`src/rtl/uart_mmio_responder_pkg.sv`:
```
// Shared types for the UART MMIO responder: bus request encodings, register
// map, control-word layout, baud rates and the serial FSM state encodings.
package uart_mmio_responder_pkg;

  localparam int ARCH_WIDTH = 32;
  localparam int UART_SIZE  = 12;

  typedef enum logic [31:0] {
    BR_9600   = 32'd9600,
    BR_19200  = 32'd19200,
    BR_38400  = 32'd38400,
    BR_57600  = 32'd57600,
    BR_115200 = 32'd115200
  } uart_baud_rate_t;

  typedef enum logic {
    DMEM_READ  = 1'b0,
    DMEM_WRITE = 1'b1
  } dmem_rtype_t;

  typedef enum logic [2:0] {
    DMEM_BYTE   = 3'd0,
    DMEM_HALF   = 3'd1,
    DMEM_WORD   = 3'd2,
    DMEM_BYTE_U = 3'd4,
    DMEM_HALF_U = 3'd5
  } dmem_dtype_t;

  // Register index taken from addr[3:2]; index 3 is unmapped.
  typedef enum logic [1:0] {
    UART_CTRL = 2'd0,
    UART_RX   = 2'd1,
    UART_TX   = 2'd2,
    UART_NONE = 2'd3
  } uart_addr_t;

  typedef struct packed {
    logic [29:0] rsvd;
    logic        rx_valid;
    logic        tx_ready;
  } uart_ctrl_t;

  typedef enum logic [1:0] {
    TX_IDLE  = 2'd0,
    TX_START = 2'd1,
    TX_DATA  = 2'd2,
    TX_STOP  = 2'd3
  } uart_tx_state_t;

  typedef enum logic [1:0] {
    RX_IDLE  = 2'd0,
    RX_START = 2'd1,
    RX_DATA  = 2'd2,
    RX_STOP  = 2'd3
  } uart_rx_state_t;

  // Zero-extend a UART byte onto the load data bus.
  function automatic logic [ARCH_WIDTH-1:0] zext_byte(input logic [7:0] b);
    return {{(ARCH_WIDTH-8){1'b0}}, b};
  endfunction

endpackage

```
`src/rtl/uart_bit_engine.sv`:
```
// Serial bit engine: TX shifter and RX deserializer, each with its own baud
// counter. RX input is synchronized here; completed bytes are reported with a
// one-cycle registered pulse.
module uart_bit_engine
  import uart_mmio_responder_pkg::*;
#(
  parameter int CLKS_PER_BIT = 10
) (
  input  logic       clk,
  input  logic       rst,
  input  logic       i_tx_start,
  input  logic [7:0] i_tx_byte,
  output logic       o_tx_ready,
  output logic       o_uart_tx,
  input  logic       i_uart_rx,
  output logic       o_rx_done,
  output logic [7:0] o_rx_byte
);

  // CLKS_PER_BIT must be at least 4 so the half-bit count is meaningful.
  localparam int CNT_W = $clog2(CLKS_PER_BIT);
  localparam logic [CNT_W-1:0] BIT_LAST  = CNT_W'(CLKS_PER_BIT - 1);
  localparam logic [CNT_W-1:0] HALF_LAST = CNT_W'(CLKS_PER_BIT / 2 - 1);

  uart_tx_state_t   r_tx_state;
  logic [CNT_W-1:0] r_tx_cnt;
  logic [2:0]       r_tx_bit;
  logic [7:0]       r_tx_shift;
  logic             r_tx_line;
  logic             r_tx_ready;

  uart_rx_state_t   r_rx_state;
  logic [CNT_W-1:0] r_rx_cnt;
  logic [2:0]       r_rx_bit;
  logic [7:0]       r_rx_shift;
  logic             r_rx_meta;
  logic             r_rx_sync;
  logic             r_rx_armed;
  logic             r_rx_done;
  logic [7:0]       r_rx_byte;

  assign o_tx_ready = r_tx_ready;
  assign o_uart_tx  = r_tx_line;
  assign o_rx_done  = r_rx_done;
  assign o_rx_byte  = r_rx_byte;

  // TX shifter: start bit, 8 data bits LSB first, stop bit; line is registered.
  always_ff @(posedge clk or posedge rst) begin
    if (rst) begin
      r_tx_state <= TX_IDLE;
      r_tx_cnt   <= '0;
      r_tx_bit   <= 3'd0;
      r_tx_shift <= 8'd0;
      r_tx_line  <= 1'b1;
      r_tx_ready <= 1'b1;
    end else begin
      case (r_tx_state)
        TX_IDLE: begin
          if (i_tx_start) begin
            r_tx_state <= TX_START;
            r_tx_cnt   <= '0;
            r_tx_shift <= i_tx_byte;
            r_tx_line  <= 1'b0;
            r_tx_ready <= 1'b0;
          end
        end
        TX_START: begin
          if (r_tx_cnt == BIT_LAST) begin
            r_tx_cnt   <= '0;
            r_tx_bit   <= 3'd0;
            r_tx_line  <= r_tx_shift[0];
            r_tx_state <= TX_DATA;
          end else begin
            r_tx_cnt <= r_tx_cnt + CNT_W'(1);
          end
        end
        TX_DATA: begin
          if (r_tx_cnt == BIT_LAST) begin
            r_tx_cnt <= '0;
            if (r_tx_bit == 3'd7) begin
              r_tx_line  <= 1'b1;
              r_tx_state <= TX_STOP;
            end else begin
              r_tx_bit   <= r_tx_bit + 3'd1;
              r_tx_shift <= {1'b0, r_tx_shift[7:1]};
              r_tx_line  <= r_tx_shift[1];
            end
          end else begin
            r_tx_cnt <= r_tx_cnt + CNT_W'(1);
          end
        end
        TX_STOP: begin
          if (r_tx_cnt == BIT_LAST) begin
            r_tx_cnt   <= '0;
            r_tx_ready <= 1'b1;
            r_tx_state <= TX_IDLE;
          end else begin
            r_tx_cnt <= r_tx_cnt + CNT_W'(1);
          end
        end
        default: begin
          r_tx_state <= TX_IDLE;
          r_tx_line  <= 1'b1;
          r_tx_ready <= 1'b1;
        end
      endcase
    end
  end

  // Two-flop synchronizer for the asynchronous serial input (idles high).
  always_ff @(posedge clk or posedge rst) begin
    if (rst) begin
      r_rx_meta <= 1'b1;
      r_rx_sync <= 1'b1;
    end else begin
      r_rx_meta <= i_uart_rx;
      r_rx_sync <= r_rx_meta;
    end
  end

  // RX deserializer: mid-bit sampling, glitch rejection, framing check.
  always_ff @(posedge clk or posedge rst) begin
    if (rst) begin
      r_rx_state <= RX_IDLE;
      r_rx_cnt   <= '0;
      r_rx_bit   <= 3'd0;
      r_rx_shift <= 8'd0;
      r_rx_armed <= 1'b0;
      r_rx_done  <= 1'b0;
      r_rx_byte  <= 8'd0;
    end else begin
      r_rx_done <= 1'b0;
      case (r_rx_state)
        RX_IDLE: begin
          // Only a high-to-low transition seen after the line was high starts a frame.
          if (r_rx_sync) begin
            r_rx_armed <= 1'b1;
          end else if (r_rx_armed) begin
            r_rx_state <= RX_START;
            r_rx_cnt   <= '0;
          end
        end
        RX_START: begin
          if (r_rx_cnt == HALF_LAST) begin
            r_rx_cnt <= '0;
            if (r_rx_sync) begin
              r_rx_state <= RX_IDLE;
            end else begin
              r_rx_bit   <= 3'd0;
              r_rx_state <= RX_DATA;
            end
          end else begin
            r_rx_cnt <= r_rx_cnt + CNT_W'(1);
          end
        end
        RX_DATA: begin
          if (r_rx_cnt == BIT_LAST) begin
            r_rx_cnt   <= '0;
            r_rx_shift <= {r_rx_sync, r_rx_shift[7:1]};
            if (r_rx_bit == 3'd7) begin
              r_rx_state <= RX_STOP;
            end else begin
              r_rx_bit <= r_rx_bit + 3'd1;
            end
          end else begin
            r_rx_cnt <= r_rx_cnt + CNT_W'(1);
          end
        end
        RX_STOP: begin
          if (r_rx_cnt == BIT_LAST) begin
            r_rx_cnt   <= '0;
            r_rx_armed <= 1'b0;
            r_rx_state <= RX_IDLE;
            if (r_rx_sync) begin
              r_rx_done <= 1'b1;
              r_rx_byte <= r_rx_shift;
            end
          end else begin
            r_rx_cnt <= r_rx_cnt + CNT_W'(1);
          end
        end
        default: begin
          r_rx_state <= RX_IDLE;
          r_rx_armed <= 1'b0;
        end
      endcase
    end
  end

endmodule

```
`src/rtl/uart_mmio_responder.sv`:
```
// UART MMIO responder: decodes ctrl/rx_data/tx_data, returns load data one
// cycle after a read, and owns the rx_valid/rx_data/tx_data registers.
module uart_mmio_responder
  import uart_mmio_responder_pkg::*;
#(
  parameter int              CLOCK_FREQ = 100_000_000,
  parameter uart_baud_rate_t BAUD_RATE  = BR_115200
) (
  input  logic                  clk,
  input  logic                  rst,
  input  logic                  req_valid,
  output logic                  req_ready,
  input  logic                  req_rtype,
  input  logic [2:0]            req_dtype,
  input  logic [ARCH_WIDTH-1:0] req_addr,
  input  logic [ARCH_WIDTH-1:0] req_wdata,
  output logic                  rsp_valid,
  output logic [ARCH_WIDTH-1:0] rsp_data,
  input  logic                  uart_rx,
  output logic                  uart_tx
);

  localparam int CLKS_PER_BIT = CLOCK_FREQ / int'(BAUD_RATE);

  uart_addr_t            w_sel;
  logic                  w_rd;
  logic                  w_wr;
  logic                  w_tx_start;
  logic                  w_tx_ready;
  logic                  w_rx_done;
  logic [7:0]            w_rx_byte;
  uart_ctrl_t            w_ctrl;
  logic [ARCH_WIDTH-1:0] w_rd_data;
  logic                  w_unused;

  logic                  r_rsp_valid;
  logic [ARCH_WIDTH-1:0] r_rsp_data;
  logic                  r_rx_valid;
  logic [7:0]            r_rx_data;
  logic [7:0]            r_tx_data;

  // Access size and the bits outside addr[3:2] play no part in decode.
  assign w_unused = ^{req_dtype, req_addr[ARCH_WIDTH-1:4], req_addr[1:0],
                      req_wdata[ARCH_WIDTH-1:8]};

  assign req_ready  = 1'b1;
  assign rsp_valid  = r_rsp_valid;
  assign rsp_data   = r_rsp_data;

  assign w_sel      = uart_addr_t'(req_addr[3:2]);
  assign w_rd       = req_valid && (req_rtype == DMEM_READ);
  assign w_wr       = req_valid && (req_rtype == DMEM_WRITE);
  // A TX write while a frame is in flight is silently dropped.
  assign w_tx_start = w_wr && (w_sel == UART_TX) && w_tx_ready;

  uart_bit_engine #(
    .CLKS_PER_BIT (CLKS_PER_BIT)
  ) u_bit_engine (
    .clk        (clk),
    .rst        (rst),
    .i_tx_start (w_tx_start),
    .i_tx_byte  (req_wdata[7:0]),
    .o_tx_ready (w_tx_ready),
    .o_uart_tx  (uart_tx),
    .i_uart_rx  (uart_rx),
    .o_rx_done  (w_rx_done),
    .o_rx_byte  (w_rx_byte)
  );

  // Build the status word and select the load data for the addressed register.
  always_comb begin
    w_ctrl          = '0;
    w_ctrl.rx_valid = r_rx_valid;
    w_ctrl.tx_ready = w_tx_ready;
    w_rd_data       = '0;
    case (w_sel)
      UART_CTRL: w_rd_data = w_ctrl;
      UART_RX:   w_rd_data = zext_byte(r_rx_data);
      UART_TX:   w_rd_data = zext_byte(r_tx_data);
      default:   w_rd_data = '0;
    endcase
  end

  // Response register: one-cycle valid pulse per read request.
  always_ff @(posedge clk or posedge rst) begin
    if (rst) begin
      r_rsp_valid <= 1'b0;
      r_rsp_data  <= '0;
    end else begin
      r_rsp_valid <= w_rd;
      if (w_rd) begin
        r_rsp_data <= w_rd_data;
      end
    end
  end

  // Received-byte holding register; a completing byte beats a same-cycle RX read.
  always_ff @(posedge clk or posedge rst) begin
    if (rst) begin
      r_rx_valid <= 1'b0;
      r_rx_data  <= 8'd0;
    end else begin
      if (w_rx_done) begin
        r_rx_valid <= 1'b1;
        r_rx_data  <= w_rx_byte;
      end else if (w_rd && (w_sel == UART_RX)) begin
        r_rx_valid <= 1'b0;
      end
    end
  end

  // Last accepted TX byte, readable back through the TX register.
  always_ff @(posedge clk or posedge rst) begin
    if (rst) begin
      r_tx_data <= 8'd0;
    end else begin
      if (w_tx_start) begin
        r_tx_data <= req_wdata[7:0];
      end
    end
  end

endmodule

```
`config.mk`:
```
export PLATFORM = sky130hd
export DESIGN_NAME = uart_mmio_responder
export DESIGN_NICKNAME = d
export VERILOG_FILES = /design/src/rtl/uart_mmio_responder_pkg.sv /design/src/rtl/uart_bit_engine.sv /design/src/rtl/uart_mmio_responder.sv
export SDC_FILE = /design/constraint.sdc
export NUM_CORES = 1
export LEC_CHECK = 0
export CAP_MARGIN = 20
export CORE_MARGIN = 5
export CORE_UTILIZATION = 45
export DETAILED_ROUTE_END_ITERATION = 16
export HOLD_SLACK_MARGIN = 0.06
export PLACE_DENSITY = 0.73
export SETUP_SLACK_MARGIN = 0.1
export SYNTH_ARGS = -nofsm -noshare
export SYNTH_HDL_FRONTEND = slang
export SYNTH_SLANG_ARGS = --single-unit
```
`constraint.sdc`:
```
create_clock -name clk -period 2.27 [get_ports clk]
set_input_delay 0.227 -clock clk [delete_from_list [all_inputs] [get_ports clk]]
set_output_delay 0.227 -clock clk [all_outputs]
set_load 0.02 [all_outputs]
```
== After elaboration in Yosys (flattened, before gate mapping) ==
Cells that the tools add are included.

* Word-level logic and storage cells: 132
* Input bits: 72
* Output and inout port bits: 35
* Bits in latches: 0
* Memories kept: 0
* Register bits: 110
* RAM bits: 0
* Memory bits (read-only): 0

* Order comparisons: 0
* Reductions and logical operators: 28
* Bitwise operators: 1
* Muxes and demuxes: 51
* Equality and inequality tests: 28
* Divide/modulo/power cells: 0
* Shift operators: 0
* Add/subtract/negate cells: 4
* Multipliers: 0

{| class="wikitable"
|+ Operator list
! kind !! count
|-
| $mux 10 || 6
|-
| $pmux 10 s3 || 1
|-
| $mux 2 || 12
|-
| $mux 8 || 3
|-
| $pmux 8 s3 || 1
|-
| $ne 2x1->1 const B || 11
|-
| $mux 3 || 7
|-
| $add 10x1->10 const B || 2
|-
| $eq 10x10->1 const B || 2
|-
| $pmux 10 s2 || 1
|-
| $pmux 2 s4 || 2
|-
| $pmux 8 s2 || 1
|-
| $mux 1 || 12
|-
| $pmux 3 s2 || 2
|-
| $reduce_and 4->1 || 3
|-
| $reduce_bool 2->1 || 6
|-
| $eq 10x9->1 const B || 1
|-
| $eq 2x2->1 const B || 5
|-
| $reduce_and 5->1 || 2
|-
| $reduce_and 3->1 || 3
|-
| $ne 2x2->1 const B || 4
|-
| $add 3x1->3 const B || 2
|-
| $eq 2x1->1 const B || 3
|-
| $eq 3x3->1 const B || 2
|-
| 10 further kinds || 18
|}

== Logic depth before layout (Yosys ltp) ==
* Depth in word-level cells: 5
* Mapped depth: 8
* Gate-level depth less buffers: 6

== Modules after synthesis ==
A second synthesis with hierarchy kept.

* Cells, all modules: 388
* Area, all modules: 4350.4 um^2

{| class="wikitable"
|+ Modules (own cells, without submodules)
! module !! cells each !! sequential area each (um^2) !! instances !! area each (um^2)
|-
| uart_bit_engine || 278 || 1506.4 || 1 || 3049.2
|-
| uart_mmio_responder || 110 || 650.6 || 1 || 1301.2
|}

== Worst setup path before layout ==
Ideal clock, no wire load.

* Kind: register to register
* Start point: register u_bit_engine.r_rx_cnt[2]
* End point: register u_bit_engine.r_rx_bit[0]
* Period minus slack after synthesis: 2.101 ns
* Setup slack: 0.169 ns
* Library setup time: 0.069 ns
* Buffers on the path: 2
* Data required time: 2.201 ns
* Stages on the path, launching flop included: 7
* Arrival: 2.032 ns
* Cells stage by stage: dfrtp_1 -> buf_6 -> or3b_4 -> or4_1 -> clkbuf_2 -> or4b_1 -> nand3_1

* Longest elaborated chain between the ends: 3
* Elaborated cells on any way between the ends: 5
* Classes of those cells: 4 x eq/ne; 1 x reduce/logical

{| class="wikitable"
|+ Ends and longest elaborated chain
! what !! RTL line !! text
|-
| start: declaration || uart_bit_engine.sv:33 || <nowiki>logic [CNT_W-1:0] r_rx_cnt;</nowiki>
|-
| start signal: assignment || uart_bit_engine.sv:153 || <nowiki>r_rx_cnt <= r_rx_cnt + CNT_W'(1);</nowiki>
|-
| start signal: assignment || uart_bit_engine.sv:166 || <nowiki>r_rx_cnt <= r_rx_cnt + CNT_W'(1);</nowiki>
|-
| start signal: assignment || uart_bit_engine.sv:179 || <nowiki>r_rx_cnt <= r_rx_cnt + CNT_W'(1);</nowiki>
|-
| $eq 10x10->1 / $eq 10x9->1 (equally long branches) || uart_bit_engine.sv:157, uart_bit_engine.sv:144 ||
|-
| $ne 2x1->1 (no source line) || -- ||
|-
| $reduce_and 5->1 (no source line) (*) || -- ||
|-
| end signal: assignment || uart_bit_engine.sv:163 || <nowiki>r_rx_bit <= r_rx_bit + 3'd1;</nowiki>
|-
| end: declaration || uart_bit_engine.sv:34 || <nowiki>logic [2:0] r_rx_bit;</nowiki>
|}

Every way passes the cells marked *; elsewhere a longest branch is shown, timed or not.
A chain may end at the register's enable or synchronous reset.

== Worst setup path after layout ==
* Start point: register u_bit_engine.r_rx_bit[0]
* End point: register u_bit_engine.r_rx_bit[0]

* Longest elaborated chain between the ends: 4
* Elaborated cells on any way between the ends: 7
* Classes of those cells: 1 x add/sub; 2 x eq/ne; 3 x mux; 1 x reduce/logical

{| class="wikitable"
|+ Ends and longest elaborated chain
! what !! RTL line !! text
|-
| $add 3x1->3 || uart_bit_engine.sv:163 ||
|-
| $mux 3 || uart_bit_engine.sv:160 || <nowiki>if (r_rx_bit == 3'd7) begin</nowiki>
|-
| $mux 3 || uart_bit_engine.sv:157 || <nowiki>if (r_rx_cnt == BIT_LAST) begin</nowiki>
|-
| $pmux 3 s2 || uart_bit_engine.sv:133 || <nowiki>case (r_rx_state)</nowiki>
|}

Several ways; a longest one is shown, not always the timed one. The select of a mux whose other input is x is not followed.

==> out/results.tsv <==
metric	value	unit
status	finished, final reports clean	
Max H-tree Level	3	
leakage	2.25	nW
Cells after DPL	551	
TritonRoute pass-1 iters	4	
Clock Path Buffers	2	
root buf cell	clkbuf_8	
Slew HR	66.2	%
commonest non-fill, non-tap cell in the layout	dfrtp_1	
met2 wire len	4.04	mm
fmax	481	MHz
nets	518	
drt total wl	8.26	mm
Die Area	0.0119	mm²
Filler cells	833	
DR WL met3	427	µm
distinct cell type count of the synthesized netlist	57	
post-synthesis cell count	399	
Clock Sinks	86	
critical path peak fanout	6	
worst slew pin tran	0.494	ns
Power Density	701	mW/mm²
I/O pins	107	
synthesis-stage register bit count	86	
Hold Violations, Final	0	
WL/cell	14.6	µm
Yosys top cell by area	dfrtp_1	
Final Skew	0.0135	ns
first-pass GRT wire length	14.0	mm
largest net degree at the start of global routing	61	
total track usage	15.0	%
DRC	0	
Max IR drop VDD	0.566	mV
Worst Setup SP	u_bit_engine.r_rx_bit[0]	
Top Layer Used	met4	
Core ar.	0.00968	mm²
metal1 wirelength	3.72	mm
post-route minimum period	2.08	ns
Crit. End Element	flop	
detailed placer's ending HPWL	6.01	mm
async set-reset flop share out of synthesis	100	%
post-route cell area	0.00501	mm²
clock latency on the worst-skew pair	0.35	ns
Routability Congestion	0.859	
synth top area cells	dfrtp_1 46%, mux2_2 12%, ha_1 4.8%	
WHS	0.268	ns
Setup TNS	0	ns
top-area cell type share of the netlist area	46.4	%
diode count	0	
Die H	109	µm
most used cell, CP	ha_1	
CTS tree	done	
vias per cell	5.32	
final worst path period share	91.5	%
Crit path required time	2.57	ns
most frequent cells in the layout	82 x dfrtp_1, 48 x mux2_2, 25 x conb_1	
Reg clk slew, reported paths	0.09	ns
number of synthesized flops with an enable pin	0	
Post-Syn Area	0.00442	mm²
crit path cell chain	ha_1 -> ha_1 -> or4_1 -> or4b_1 -> nand3_1	
share of layout cells above drive strength 1	20.5	%
Starting Density	45.6	%
CP max-delay cell	or4_1	
Layout Area Growth over Synthesis	13.5	%
r2r startpoint	u_bit_engine.r_rx_bit[0]	
CP max stage delay	0.62	ns
dpl cell area	0.00477	mm²
buffers and inverters on the worst path	0	
initial drt markers	107	
Setup violations, final	0	
routed vias	3014	
Slew Viols, Final	0	
post-route ant nets	0	
vias in the first global route	2944	
Hold Path Origin	uart_rx	
CTS Buf Count	9	
WP data arrival	2.38	ns
Die X	109	µm
syn avg cell area	11.1	µm²
crit start category	flop	
Multi-input gate area	0.00202	mm²
Overflow after GRT	0	
Reg area	0.00216	mm²
Core Util, Final	51.8	%
sequential cell area fraction in the yosys report	48.8	%
initial antenna violation count	0	
cell family with most CP delay	simple AND/OR/NAND/NOR gates	
FP Rows	36	
Port Buffer Count	24	
Synth Flop Type	dfrtp_1	
Setup CP Type	flop to flop	
unrepaired setup endpoints after global routing	false	
Finished Layout Cells	567	
Yosys warnings	0	
worst hold path type	primary input to flop	
maxcap violations	0	
-- area by class of cell --
class,instances,share of cell area (%)
clock inverter,6,1.95
clock buffer,10,2.74
multi-input combinational,275,40.3
timing repair buffer,38,7.14
tap,133,3.32
sequential,86,43.0
inverter,19,1.50
-- what timing repair did --
| action | CTS | global route |
|---|---|---|
| hold buffers | 0 | 0 |
| resized for setup | 0 | 2 |
| endpoints found under the setup margin | 0 | 4 |
| setup buffers | 0 | 0 |
-- worst register-to-register path, cell delays in order (launching register included) --
cell     delay, ns
dfrtp_1       0.42
ha_1          0.22
ha_1          0.19
or4_1         0.62
or4b_1        0.49
nand3_1       0.09
-- metrics by stage --
stage | total power, mW | setup slack (ns)
global placement | 2.26 | 0.219
CTS | 3.55 | 0.176
floorplan | 2.13 | 0.169
finish | 3.51 | 0.192
global route | 3.70 | 0.109
detailed placement | 2.28 | 0.198
-- metal layers --
layer  vias up  GRT usage, %
met5         -             0
met4         0          4.60
met3         7          4.62
met2        51          24.3
met1      1510          19.2
li1       1446             -
-- logic make-up (layout without fill, tap and decap cells) --
family / count (synthesis) / count (layout) / share of synthesized area [%]
AO/OA/AOI/OAI: 83 / 83 / 13.1
XOR/XNOR: 8 / 8 / 1.59
adder cells (fa/ha/maj): 17 / 17 / 4.81
buffers and inverters: 61 / 73 / 7.56
flip-flops: 86 / 86 / 48.8
multiplexers: 52 / 52 / 13.1
other: 2 / 25 / 0.170
AND/OR/NAND/NOR: 90 / 90 / 10.8
-- cell usage after synthesis, drive strengths merged (8+ instances only) --
library cell  number
nand3             10
mux2              48
xnor2              8
nor2              15
a22o              10
buf               28
dfrtp             82
inv               19
ha                17
nand2             24
o21ai             13
a21oi             21
clkbuf            14
-- final timing paths --
kind | endpoint | slack, ns | depth (start not counted)
worst max register to register | u_bit_engine.r_rx_bit[0] | 0.19 | 5
worst max-delay path | u_bit_engine.r_rx_bit[0] | 0.19 | 5
min in group asynchronous | rsp_data[2] | 0.31 | 3
worst min-delay path | u_bit_engine.r_rx_meta | 0.27 | 1
max in group asynchronous | u_bit_engine.o_tx_ready | 1.63 | 3
worst min register to register | u_bit_engine.r_rx_sync | 0.36 | 0
-- state kept, by name, summed over array words and instances, names as in the netlist, named ones only --
register,cells
r_rx_data,8
r_rx_valid,1
r_tx_data,8
rsp_data,8
rsp_valid,1
u_bit_engine.o_rx_byte,8
u_bit_engine.o_rx_done,1
u_bit_engine.o_tx_ready,1
u_bit_engine.o_uart_tx,1
u_bit_engine.r_rx_armed,1
u_bit_engine.r_rx_bit,3
u_bit_engine.r_rx_cnt,10
u_bit_engine.r_rx_meta,1
u_bit_engine.r_rx_shift,8
u_bit_engine.r_rx_state,1
u_bit_engine.r_rx_sync,1
u_bit_engine.r_tx_bit,3
u_bit_engine.r_tx_cnt,10
u_bit_engine.r_tx_shift,8
u_bit_engine.r_tx_state,2
-- report_power, final --
group | internal [mW] | switching [mW] | total [mW]
Clock | 0.670 | 0.589 | 1.26
Combinational | 0.236 | 0.382 | 0.618
Sequential | 1.59 | 0.0504 | 1.64
No activity file was read; power rests on OpenSTA's default activity.
